File: config.mk
export PLATFORM = sky130hd
export DESIGN_NAME = lsu_flat
export DESIGN_NICKNAME = d
export VERILOG_FILES = /design/src/rtl/lsu_if.sv /design/src/rtl/lsu.sv /design/src/flat_wrapper.sv
export SDC_FILE = /design/constraint.sdc
export NUM_CORES = 1
export LEC_CHECK = 0
export ABC_AREA = 1
export CAP_MARGIN = 0
export CORE_MARGIN = 4
export CORE_UTILIZATION = 44
export CTS_CLUSTER_SIZE = 14
export DETAILED_ROUTE_END_ITERATION = 10
export PLACE_DENSITY = 0.88
export SLEW_MARGIN = 20
export SYNTH_ARGS = -nofsm -noshare
export SYNTH_HDL_FRONTEND = slang
export SYNTH_SLANG_ARGS = --single-unit
export TNS_END_PERCENT = 50
File: constraint.sdc
create_clock -name clk -period 1.69 [get_ports clk]
set_input_delay 0.2535 -clock clk [delete_from_list [all_inputs] [get_ports clk]]
set_output_delay 0.2535 -clock clk [all_outputs]
set_load 0.01 [all_outputs]
File: src/rtl/lsu_if.sv
// DTCM request/grant/response bus between the load/store unit (master) and the
// tightly-coupled data memory (slave).
interface lsu_if #(
    parameter int ADDR_W = 32
);
    logic              dtcm_req;
    logic              dtcm_we;
    logic [3:0]        dtcm_be;
    logic [ADDR_W-1:0] dtcm_addr;
    logic [31:0]       dtcm_wdata;
    logic              dtcm_gnt;
    logic              dtcm_rvalid;
    logic [31:0]       dtcm_rdata;

    modport master (
        output dtcm_req, dtcm_we, dtcm_be, dtcm_addr, dtcm_wdata,
        input  dtcm_gnt, dtcm_rvalid, dtcm_rdata
    );

    modport slave (
        input  dtcm_req, dtcm_we, dtcm_be, dtcm_addr, dtcm_wdata,
        output dtcm_gnt, dtcm_rvalid, dtcm_rdata
    );
endinterface

File: src/rtl/lsu.sv
// Load/store unit: one DTCM transaction per load/store, pipeline stalled until done.
// Optional LSU_MISALIGN_TRAP_EN: misaligned H/W accesses are trapped instead of issued.
module lsu #(
    parameter int ADDR_W = 32
) (
    input  logic              clk,
    input  logic              rst_n,
    input  logic              ctrl_mem_read,
    input  logic              ctrl_mem_write,
    input  logic [2:0]        funct3,
    input  logic [ADDR_W-1:0] addr,
    input  logic [31:0]       wdata,
    input  logic [4:0]        rd_idx,
    output logic              lsu_busy,
    output logic              lsu_rvalid,
    output logic [31:0]       lsu_rdata,
    output logic [4:0]        lsu_rd_idx,
    output logic              lsu_misalign,
    lsu_if.master             dtcm
);

    typedef enum logic [1:0] {IDLE, REQ, WAIT_R} state_t;
    typedef enum logic [1:0] {SZ_B, SZ_H, SZ_W} size_t;

    state_t     state;
    size_t      size_p0;
    logic       access_p0;
    logic       trap_p0;
    size_t      size_p1;
    logic       uns_p1;
    logic [1:0] off_p1;
    logic [4:0] rd_p1;

    // Reserved encodings (x11, 110) fall through to word accesses.
    function automatic size_t size_of(input logic [2:0] f3);
        case (f3[1:0])
            2'b00:   return SZ_B;
            2'b01:   return SZ_H;
            default: return SZ_W;
        endcase
    endfunction

    function automatic logic [3:0] byte_en(input size_t sz, input logic [1:0] off);
        case (sz)
            SZ_B:    return 4'b0001 << off;
            SZ_H:    return 4'b0011 << {off[1], 1'b0};
            default: return 4'b1111;
        endcase
    endfunction

    function automatic logic [31:0] store_lanes(input size_t sz, input logic [31:0] d);
        case (sz)
            SZ_B:    return {4{d[7:0]}};
            SZ_H:    return {2{d[15:0]}};
            default: return d;
        endcase
    endfunction

    function automatic logic [31:0] load_ext(input size_t sz, input logic uns,
                                             input logic [1:0] off, input logic [31:0] d);
        logic [31:0]        sh;
        logic signed [7:0]  b;
        logic signed [15:0] h;
        sh = 32'h0;
        b  = 8'sh0;
        h  = 16'sh0;
        case (sz)
            SZ_B: begin
                sh = d >> {off, 3'b000};
                b  = sh[7:0];
                return uns ? {24'h0, b} : {{24{b[7]}}, b};
            end
            SZ_H: begin
                sh = d >> {off[1], 4'b0000};
                h  = sh[15:0];
                return uns ? {16'h0, h} : {{16{h[15]}}, h};
            end
            default: return d;
        endcase
    endfunction

`ifdef LSU_MISALIGN_TRAP_EN
    function automatic logic is_misaligned(input size_t sz, input logic [1:0] off);
        return (sz == SZ_H && off[0]) || (sz == SZ_W && off != 2'b00);
    endfunction

    assign trap_p0 = is_misaligned(size_p0, addr[1:0]);
`else
    assign trap_p0      = 1'b0;
    assign lsu_misalign = 1'b0;
`endif

    assign size_p0   = size_of(funct3);
    assign access_p0 = ctrl_mem_read | ctrl_mem_write;
    assign lsu_busy  = (state != IDLE) | ((state == IDLE) & access_p0 & ~trap_p0);

    // Accept stage: bus fields and load-return fields are captured together.
    always_ff @(posedge clk or negedge rst_n) begin
        if (!rst_n) begin
            state           <= IDLE;
            dtcm.dtcm_req   <= 1'b0;
            dtcm.dtcm_we    <= 1'b0;
            dtcm.dtcm_be    <= 4'h0;
            dtcm.dtcm_addr  <= '0;
            dtcm.dtcm_wdata <= 32'h0;
            lsu_rvalid      <= 1'b0;
            lsu_rdata       <= 32'h0;
            lsu_rd_idx      <= 5'h0;
`ifdef LSU_MISALIGN_TRAP_EN
            lsu_misalign    <= 1'b0;
`endif
        end else begin
            lsu_rvalid <= 1'b0;
`ifdef LSU_MISALIGN_TRAP_EN
            lsu_misalign <= 1'b0;
`endif
            case (state)
                IDLE: begin
                    if (access_p0) begin
                        if (trap_p0) begin
`ifdef LSU_MISALIGN_TRAP_EN
                            lsu_misalign <= 1'b1;
`endif
                        end else begin
                            state           <= REQ;
                            dtcm.dtcm_req   <= 1'b1;
                            dtcm.dtcm_we    <= ctrl_mem_write;
                            dtcm.dtcm_be    <= byte_en(size_p0, addr[1:0]);
                            dtcm.dtcm_addr  <= {addr[ADDR_W-1:2], 2'b00};
                            dtcm.dtcm_wdata <= store_lanes(size_p0, wdata);
                        end
                    end
                end
                REQ: begin
                    if (dtcm.dtcm_gnt) begin
                        dtcm.dtcm_req <= 1'b0;
                        state         <= dtcm.dtcm_we ? IDLE : WAIT_R;
                    end
                end
                WAIT_R: begin
                    if (dtcm.dtcm_rvalid) begin
                        lsu_rvalid <= 1'b1;
                        lsu_rdata  <= load_ext(size_p1, uns_p1, off_p1, dtcm.dtcm_rdata);
                        lsu_rd_idx <= rd_p1;
                        state      <= IDLE;
                    end
                end
                default: state <= IDLE;
            endcase
        end
    end

    always_ff @(posedge clk) begin
        if (state == IDLE && access_p0 && !trap_p0) begin
            size_p1 <= size_p0;
            uns_p1  <= funct3[2];
            off_p1  <= addr[1:0];
            rd_p1   <= rd_idx;
        end
    end

endmodule

File: src/flat_wrapper.sv
// flat-port wrapper written by rule: the top's interface ports become plain ports
module lsu_flat 
#(
    parameter int ADDR_W = 32
)
  (clk, rst_n, ctrl_mem_read, ctrl_mem_write, funct3, addr, wdata, rd_idx, lsu_busy, lsu_rvalid, lsu_rdata, lsu_rd_idx, lsu_misalign, dtcm_dtcm_req, dtcm_dtcm_we, dtcm_dtcm_be, dtcm_dtcm_addr, dtcm_dtcm_wdata, dtcm_dtcm_gnt, dtcm_dtcm_rvalid, dtcm_dtcm_rdata);
  lsu_if #(.ADDR_W(ADDR_W)) dtcm_i ();
  input  logic clk;
  input  logic rst_n;
  input  logic ctrl_mem_read;
  input  logic ctrl_mem_write;
  input  logic [2:0] funct3;
  input  logic [ADDR_W-1:0] addr;
  input  logic [31:0] wdata;
  input  logic [4:0] rd_idx;
  output logic lsu_busy;
  output logic lsu_rvalid;
  output logic [31:0] lsu_rdata;
  output logic [4:0] lsu_rd_idx;
  output logic lsu_misalign;
  output wire logic [$bits(dtcm_i.dtcm_req)-1:0] dtcm_dtcm_req;
  output wire logic [$bits(dtcm_i.dtcm_we)-1:0] dtcm_dtcm_we;
  output wire logic [$bits(dtcm_i.dtcm_be)-1:0] dtcm_dtcm_be;
  output wire logic [$bits(dtcm_i.dtcm_addr)-1:0] dtcm_dtcm_addr;
  output wire logic [$bits(dtcm_i.dtcm_wdata)-1:0] dtcm_dtcm_wdata;
  input wire logic [$bits(dtcm_i.dtcm_gnt)-1:0] dtcm_dtcm_gnt;
  input wire logic [$bits(dtcm_i.dtcm_rvalid)-1:0] dtcm_dtcm_rvalid;
  input wire logic [$bits(dtcm_i.dtcm_rdata)-1:0] dtcm_dtcm_rdata;
  assign dtcm_dtcm_req = dtcm_i.dtcm_req;
  assign dtcm_dtcm_we = dtcm_i.dtcm_we;
  assign dtcm_dtcm_be = dtcm_i.dtcm_be;
  assign dtcm_dtcm_addr = dtcm_i.dtcm_addr;
  assign dtcm_dtcm_wdata = dtcm_i.dtcm_wdata;
  assign dtcm_i.dtcm_gnt = dtcm_dtcm_gnt;
  assign dtcm_i.dtcm_rvalid = dtcm_dtcm_rvalid;
  assign dtcm_i.dtcm_rdata = dtcm_dtcm_rdata;
  lsu #(.ADDR_W(ADDR_W)) u_core (.clk(clk), .rst_n(rst_n), .ctrl_mem_read(ctrl_mem_read), .ctrl_mem_write(ctrl_mem_write), .funct3(funct3), .addr(addr), .wdata(wdata), .rd_idx(rd_idx), .lsu_busy(lsu_busy), .lsu_rvalid(lsu_rvalid), .lsu_rdata(lsu_rdata), .lsu_rd_idx(lsu_rd_idx), .lsu_misalign(lsu_misalign), .dtcm(dtcm_i));
endmodule
Yosys cells after proc, flatten, opt, wreduce, memory -nomap -nowiden
Index checks and enable logic that the tools add are counted.
{"block": "totals", "elab_cells": 55, "out_inout_bits": 110, "register_bits": 118, "inputBits": 110}
{"block": "classes", "mux": 16, "shifts": 4, "n_reduce_logical": 11, "n_eq_ne": 8, "bitwise_logic": 3}
{"operator": "$pmux 32 s2", "count": 2}
{"operator": "$mux 32", "count": 2}
{"operator": "$shr 32x5->16", "count": 1}
{"operator": "$shr 32x5->8", "count": 1}
{"operator": "$eq 2x1->1 const B", "count": 4}
{"operator": "$logic_not 2->1", "count": 4}
{"operator": "$mux 2", "count": 4}
{"operator": "$pmux 4 s2", "count": 1}
{"operator": "$pmux 2 s3", "count": 1}
{"operator": "$reduce_and 3->1", "count": 2}
{"operator": "$mux 1", "count": 4}
{"operator": "$ne 2x2->1 const B", "count": 2}
{"operator": "$pmux 2 s2", "count": 1}
{"operator": "$reduce_and 2->1", "count": 2}
{"operator": "$reduce_bool 2->1", "count": 2}
{"operator": "$shl 1x2->4 const A", "count": 1}
{"operator": "$shl 2x2->4 const A", "count": 1}
{"operator": "$eq 2x2->1 const B", "count": 1}
{"operator": "$ne 2x1->1 const B", "count": 1}
{"operator": "$or 1x1->1", "count": 2}
{"operator": "$pmux 1 s2", "count": 1}
{"operator": "$and 1x1->1", "count": 1}
{"operator": "$logic_and 1x1->1", "count": 1}

Depth between registers and ports, before layout
Gate-level depths: netlist of the first run.
{"block": "depth", "word_depth": 4, "ltp_mapped": 10, "depth_no_buf": 9}

Worst setup path after synthesis of the first run
Ideal clock, no wire load.
{"block": "synth_timing", "kind": "register to register", "startpoint": "register u_core.state[1]", "endpoint": "register u_core.off_p1[0] (enable)", "path_slack_ns": 0.345, "period_less_slack_ns": 1.345, "path_buffers": 1, "arrival_time_ns": 1.013, "path_stages_with_launch": 5, "t_required_ns": 1.358, "setup_time_ns": 0.332, "cell_sequence": "dfrtp_1 nor2_2 o21ai_2 inv_2 buf_2"}
{"block": "synth_via", "elab_chain_cells": 2}
{"item": "start: declaration", "line_no": "lsu.sv:25", "source": "state_t state;"}
{"item": "start signal: assignment", "line_no": "lsu.sv:137", "source": "state <= dtcm.dtcm_we ? IDLE : WAIT_R;"}
{"item": "$logic_not 2->1", "line_no": "lsu.sv:154", "source": "if (state == IDLE && access_p0 && !trap_p0) begin"}
{"item": "$logic_and 1x1->1", "line_no": "lsu.sv:154"}
{"item": "end signal: assignment", "line_no": "lsu.sv:157", "source": "off_p1 <= addr[1:0];"}
{"item": "end: declaration", "line_no": "lsu.sv:31", "source": "logic [1:0] off_p1;"}
Every way passes these cells.
A chain may end at the register's enable or synchronous reset.

Final worst setup path of the first run
{"block": "layout_timing", "startpoint": "register u_core.state[0]", "endpoint": "output port lsu_busy"}
{"block": "layout_via", "elab_chain_cells": 3, "word_cells_on_any_way": 4, "cone_classes": "bitwise: 2; reduce/logical: 2"}
{"item": "$logic_not 2->1", "line_no": "lsu.sv:95", "source": "assign lsu_busy = (state != IDLE) | ((state == IDLE) & access_p0 & ~trap_p0);"}
{"item": "$and 1x1->1", "line_no": "lsu.sv:95"}
{"item": "$or 1x1->1 *", "line_no": "lsu.sv:95"}
{"item": "end: declaration", "line_no": "flat_wrapper.sv:16", "source": "output logic lsu_busy;"}
Every way passes the cells marked *; elsewhere a longest branch is shown, timed or not.

==> summary.md, run 1 <==
| Metric | Value |
|---|---|
| Cell Pwr Density | `1840 nW/um^2` |
| Fraction of synthesized cell area taken by the top area cell type | `0.491` |
| Setup total negative slack | `0 ns` |
| Area delta synth->final | `53.3%` |
| Cell area after technology mapping | `5510 um^2` |
| TritonCTS clock tree | `yes` |
| Crit path max-delay cell type | `dfrtp_2` |
| TritonRoute pass-1 iters | `5` |
| Total wire length | `17300 um` |
| Yosys synthesis warning count | `0` |
| Standby leakage power | `3.98 nW` |
| Avg WL per Cell | `16.4 um` |
| Number of clock buffers inserted by TritonCTS | `17` |
| Number of maximum-capacitance constraint violations | `0` |
| Total congestion overflow after global routing | `0` |
| Remaining routing DRC violations | `0` |
| Number of failing setup endpoints in the final timing report | `0` |
| Final net count | `988` |
| Number of fill cells in the layout | `931` |
| Clock-pin slew of the registers on the worst-case setup and hold paths | `0.05 ns` |
| Source of the worst hold timing path | `addr[2]` |
| Distinct cells, synth | `34` |
| Worst setup EP type | `output port` |
| Kind of cell adding the most delay to the critical path | `flip-flops` |
| Worst slack at placement | `0.0344 ns` |
| Top-level port count | `220` |
| Setup skew after layout | `0.00747 ns` |
| Diodes inserted | `0` |
| Worst relative slew slack | `0.600` |
| Worst endpoint required time | `1.44 ns` |
| Leading cell types by total area after synthesis | `dfrtp_1 (49%), nand2_1 (19%), edfxtp_1 (5.5%), a21oi_1 (4.8%), o21ai_0 (3.4%)` |
| Unrepaired setup endpoints after global routing | `false` |
| Crit Path Max Fanout | `4` |
| Residual antenna-violating net count after detailed routing | `0` |
| Seq. cell area | `3000 um^2` |
| Final HPWL DP | `12500 um` |
| Starting DRT DRC Count | `428` |
| Floorplan core area | `12100 um^2` |
| Hold Fails Final Rpt | `0` |
| Average footprint of a synthesized cell | `8.46 um^2` |
| Path type of the worst min-delay path | `primary input to flip-flop` |
| Status | `completed` |
| Number of storage elements in the synthesis netlist | `118` |
| Critical path, cell by cell | `nor2_4, nand2_1, dlygate4sd2_1` |
| Final critical path time including I/O delays and setup | `1.64 ns` |
| Period utilization | `0.970` |
| Register area share after synthesis | `0.545` |
| Wire length of the first global-routing pass | `27100 um` |
| Kind of critical path | `flip-flop to output port` |
| Vias per cell | `4.99` |
| Pin count of the biggest net entering global routing | `109` |
| Worst-Skew Late Latency | `0.42 ns` |
| Maximum buffer depth of the clock tree | `2` |
| Number of sinks on the clock net | `118` |
| Worst endpoint data arrival time | `1.39 ns` |
| Multi-input gate area | `2140 um^2` |
| Total via count in the routed design | `5279` |
| Power, Total | `15.5 mW` |
| Number of global-route vias before repair | `5219` |
| Slew at the pin closest to its max-slew limit | `0.600 ns` |
| Effective utilization at floorplan | `0.455` |
| Max rail drop VDD | `1.37 mV` |
| Die span in x | `120 um` |
| Clock root buffer | `clkbuf_16` |
| Layout cells sized above 1 | `0.106` |
| Max Clock Freq | `610 MHz` |
| Synth area leader | `dfrtp_1` |
| Max incr delay on CP | `0.44 ns` |
| Standard-cell row count | `40` |
| Cells after synthesis | `651` |
| Number of levels the H-tree was split into | `4` |
| DIE AREA | `14400 um^2` |
| Initial antenna violation count | `0` |
| Crit path launch | `u_core.state[0]` |
| Setup slack of the critical path after layout | `0.0505 ns` |
| Routability-driven placement congestion ratio | `0.869` |
| Launching element type of the critical path | `flip-flop` |
| Launching point of the worst reg2reg path | `u_core.off_p1[1]` |
| Final count of pins violating max slew | `0` |
| Number of buffer and inverter stages on the critical path | `1` |
| Height of the die | `120 um` |
| All-Layer GR Usage | `0.243` |
| Post-layout utilization of the core | `0.697` |
| Number of port buffers | `216` |
==> cell usage in the layout (no fill, tap or decap), drive strengths merged <==
master         count
o21ba              1
a31oi             10
o21ai             42
dlygate4sd3        1
dlygate4sd2        1
dfrtp            108
conb               3
nand2            286
or2               16
a21oi             63
buf               26
nor3               2
inv               43
clkinv             4
clkdlybuf4s50    214
clkbuf            25
edfxtp            10
nand3b             1
clkinvlp           1
o22a               1
nand3             10
nor2              21
==> logic make-up (layout without fill, tap and decap cells) <==
kind of cell	after synthesis	count (layout)	share of synthesized area
flops	118	118	0.545
simple gates	336	336	0.253
compound gates	117	117	0.131
other cells	1	3	0.000681
buf+inv	79	315	0.0695
==> where the power goes <==
part | total (mW) | internal, mW | switching, mW
sequential | 5.07 | 4.26 | 0.810
combinational | 7.33 | 3.73 | 3.60
clock | 3.13 | 1.92 | 1.21
==> repair_timing <==
action	CTS	global route
hold buffers	1	0
endpoints found under the hold margin	108	0
gates resized for setup	3	1
endpoints found under the setup margin	1	6
buffers inserted	1	1
pin swaps	1	0
==> per-stage QoR <==
stage               cell area [um^2]  hold WS (ns)  cells
floorplan                       5520       -0.0421    653
global placement                7910         0.380   1024
detailed placement              7910         0.385   1024
CTS                             8440         0.358   1056
global route                    8440         0.373   1057
finish                          8440         0.368   1057
==> worst register-to-register path, cell delays in order (launching register included) <==
cell	delay (ns)
edfxtp_1	0.44
buf_4	0.19
buf_4	0.18
o21ai_0	0.27
nand2_1	0.13
nand3_1	0.15
o21ai_0	0.11
inv_1	0.06
==> state kept, by name, summed over array words and instances, names as in the netlist <==
register,flops
u_core.dtcm.dtcm_we,1
u_core.off_p1,2
u_core.size_p1,2
u_core.lsu_rvalid,1
u_core.dtcm.dtcm_addr,30
u_core.lsu_rd_idx,5
u_core.uns_p1,1
u_core.rd_p1,5
u_core.dtcm.dtcm_wdata,32
u_core.dtcm.dtcm_be,4
u_core.dtcm.dtcm_req,1
u_core.state,2
u_core.lsu_rdata,32
==> worst paths after layout <==
| check | to | slack [ns] | depth (start not counted) |
|---|---|---|---|
| max reg2reg | u_core.lsu_rdata[4] | 0.09 | 7 |
| min reg2reg | u_core.lsu_rd_idx[0] | 0.44 | 2 |
| max in group asynchronous | u_core.state[0] | 0.74 | 3 |
| min in group asynchronous | u_core.lsu_rdata[11] | 0.44 | 3 |
| max | lsu_busy | 0.05 | 3 |
| min | u_core.dtcm.dtcm_addr[2] | 0.37 | 3 |
==> cell usage after synthesis <==
cell type  number
edfxtp_1       10
a21oi_1        53
clkbuf_2        1
conb_1          1
nand2_8         1
buf_6           1
inv_6           1
buf_2           9
nand3_4         1
o21ba_2         1
a21oi_4        10
nand3b_1        1
a31oi_1        10
o21ai_2         1
o22a_1          1
nor3_1          2
nand2_4         2
dfrtp_1       108
o21ai_0        37
clkbuf_1       12
nand2_2         2
nor2_2          2
or2_1           3
o21ai_1         4
nand3_1         8
or2_2          13
inv_2           7
nor2_1         18
buf_12          1
inv_1          35
nand3_2         1
nand2_1       281
buf_4          12
nor2_8          1
==> cell type report <==
cell class                      instances  share of cell area
Sequential cell                       118               0.356
Timing Repair Buffer                  242               0.286
Multi-Input combinational cell        456               0.254
Clock buffer                           25              0.0563
Tap cell                              168              0.0249
Inverter                               43              0.0197
Clock inverter                          5             0.00326
==> metal layers <==
layer	wire length, um	GRT usage
met1	6720	0.282
met2	8460	0.404
met3	1610	0.0980
met4	487	0.0916
met5	0	0
Power figures use the tool's default switching activity.
==> inputs of run 2 (changes only) <==
CORE_MARGIN = 2   (was 4)
PLACE_DENSITY = default   (was 0.88)
PLACE_DENSITY_LB_ADDON = 0.08   (was default)
==> run 2 against run 1 <==
Against the previous run: fmax increased by 0.40%; final cell count is essentially flat; wire length down 6.9%; cell area rose by 1.1%; worst setup slack improved by 0.0066 ns; first-iteration DRC count down 32%; critical path depth is 2 lower; global-route usage is 0.65 points higher; core utilization increased by 0.80 points.
==> summary.md, run 2 (same netlist as run 1, synthesis figures left out) <==
| Metric | Value |
|---|---|
| Die span in x | `116 um` |
| Total congestion overflow after global routing | `0` |
| Cell Pwr Density | `1860 nW/um^2` |
| Diodes inserted | `0` |
| Initial antenna violation count | `0` |
| Maximum buffer depth of the clock tree | `2` |
| Worst-Skew Late Latency | `0.41 ns` |
| Effective utilization at floorplan | `0.455` |
| Residual antenna-violating net count after detailed routing | `0` |
| Most used cells in the layout excluding fill and tap cells | `nand2_1 (281), clkdlybuf4s50_1 (214), dfrtp_1 (107)` |
| Final HPWL DP | `11500 um` |
| Worst endpoint data arrival time | `1.38 ns` |
| TritonCTS clock tree | `yes` |
| Floorplan core area | `12100 um^2` |
| Tightest hold margin | `0.349 ns` |
| Post-layout utilization of the core | `0.705` |
| Number of sinks on the clock net | `118` |
| Crit path max-delay cell type | `clkdlybuf4s50_1` |
| Unrepaired setup endpoints after global routing | `false` |
| Layout cells sized above 1 | `0.110` |
| Launching element type of the critical path | `flip-flop` |
| Final net count | `987` |
| Max incr delay on CP | `0.58 ns` |
| Period utilization | `0.966` |
| Avg WL per Cell | `15.2 um` |
| Most frequent standard cell in the layout excluding fill and tap cells | `nand2_1` |
| Final count of pins violating max slew | `0` |
| Top-level port count | `220` |
| Routability-driven placement congestion ratio | `0.942` |
| Top Registers | `u_core.dtcm.dtcm_wdata: 32 flops, u_core.lsu_rdata: 32 flops, u_core.dtcm.dtcm_addr: 30 flops` |
| Hold Fails Final Rpt | `0` |
| Path type of the worst min-delay path | `primary input to async pin` |
| Setup slack of the critical path after layout | `0.0571 ns` |
| Worst setup EP type | `output port` |
| Remaining routing DRC violations | `0` |
| Clock-pin slew of the registers on the worst-case setup and hold paths | `0.05 ns` |
| Wire length of the first global-routing pass | `25800 um` |
| Setup skew after layout | `0.00541 ns` |
| Starting DRT DRC Count | `290` |
| Worst endpoint required time | `1.44 ns` |
| Kind of critical path | `flip-flop to output port` |
| Max Clock Freq | `612 MHz` |
| Total via count in the routed design | `5122` |
| Pin count of the biggest net entering global routing | `46` |
| Critical path, cell by cell | `clkdlybuf4s50_1` |
| Number of global-route vias before repair | `5345` |
| Area delta synth->final | `55.1%` |
| All-Layer GR Usage | `0.249` |
| DIE AREA | `13400 um^2` |
| Clock root buffer | `clkbuf_16` |
| Number of port buffers | `216` |
| Standard-cell row count | `40` |
| Total wire length | `16100 um` |
| Number of failing setup endpoints in the final timing report | `0` |
| Number of maximum-capacitance constraint violations | `0` |
| Height of the die | `116 um` |
| Vias per cell | `4.84` |
| TritonRoute pass-1 iters | `4` |
| Crit Path Max Fanout | `3` |
| Number of levels the H-tree was split into | `4` |
| Final critical path time including I/O delays and setup | `1.63 ns` |
| Number of clock buffers inserted by TritonCTS | `17` |
| Number of buffer and inverter stages on the critical path | `1` |
| Worst slack at placement | `-0.0114 ns` |
| Max rail drop VDD | `1.03 mV` |
| Status | `completed` |
| Standby leakage power | `4.00 nW` |
| Kind of cell adding the most delay to the critical path | `buffers and inverters` |
==> run 2: cell types whose count changed in the layout (fill, tap and decap cells not counted), moves of 2 or more <==
cell	before	now
clkbuf_1	6	2
clkinvlp_4	1	4
clkinv_2	4	2
inv_6	1	3
bufinv_16	0	3
==> run 2: through the flow <==
stage	power, mW	area [um^2]	TNS (ns)	cells
2_1_floorplan	8.48	5520	0	653
5_1_grt	16.9	8540	0	1058
3_3_place_gp	12.0	7910	0	1024
4_1_cts	16.0	8530	0	1058
6_report	15.9	8540	0	1058
3_5_place_dp	12.2	7910	-0.0133	1024
==> run 2: where the power goes <==
group,internal [mW],switching [mW]
combinational,3.66,3.49
sequential,4.26,0.779
clock,2.35,1.33
==> run 2: area by class of cell <==
class	instances	area, um^2
flip-flops and latches	118	3000
fillers	961	3570
multi-input cells	456	2150
well taps	168	210
clock buffers	20	447
repair buffers	241	2410
clock inverters	12	151
inverters	43	166
==> run 2: final timing paths <==
kind	from	to	slack (ns)	cells after the start
worst max-delay path	u_core.dtcm.dtcm_we	dtcm_dtcm_we	0.06	1
worst min-delay path	rst_n	u_core.lsu_rdata[30]	0.35	2
worst max register to register	u_core.size_p1[1]	u_core.lsu_rdata[18]	0.14	4
worst min register to register	u_core.rd_p1[2]	u_core.lsu_rd_idx[2]	0.44	2
max in group asynchronous	rst_n	u_core.dtcm.dtcm_be[2]	0.76	3
min in group clk	addr[18]	u_core.dtcm.dtcm_addr[18]	0.38	3
==> run 2: per-layer routing <==
layer / wire (um) / vias up / track usage / share of wire
met5: 0 / - / 0 / 0
met4: 505 / 0 / 0.109 / 0.031
met3: 1390 / 42 / 0.0894 / 0.087
met2: 7770 / 209 / 0.405 / 0.48
met1: 6420 / 2371 / 0.300 / 0.40
li1: - / 2500 / - / -
==> run 2: repair_timing <==
item	in CTS	in global routing
resized for setup	3	1
gates cloned	0	0
setup endpoints to repair	1	1
buffers inserted	1	0
endpoints found under the hold margin	28	0
hold buffers	1	0
pin swaps	1	0
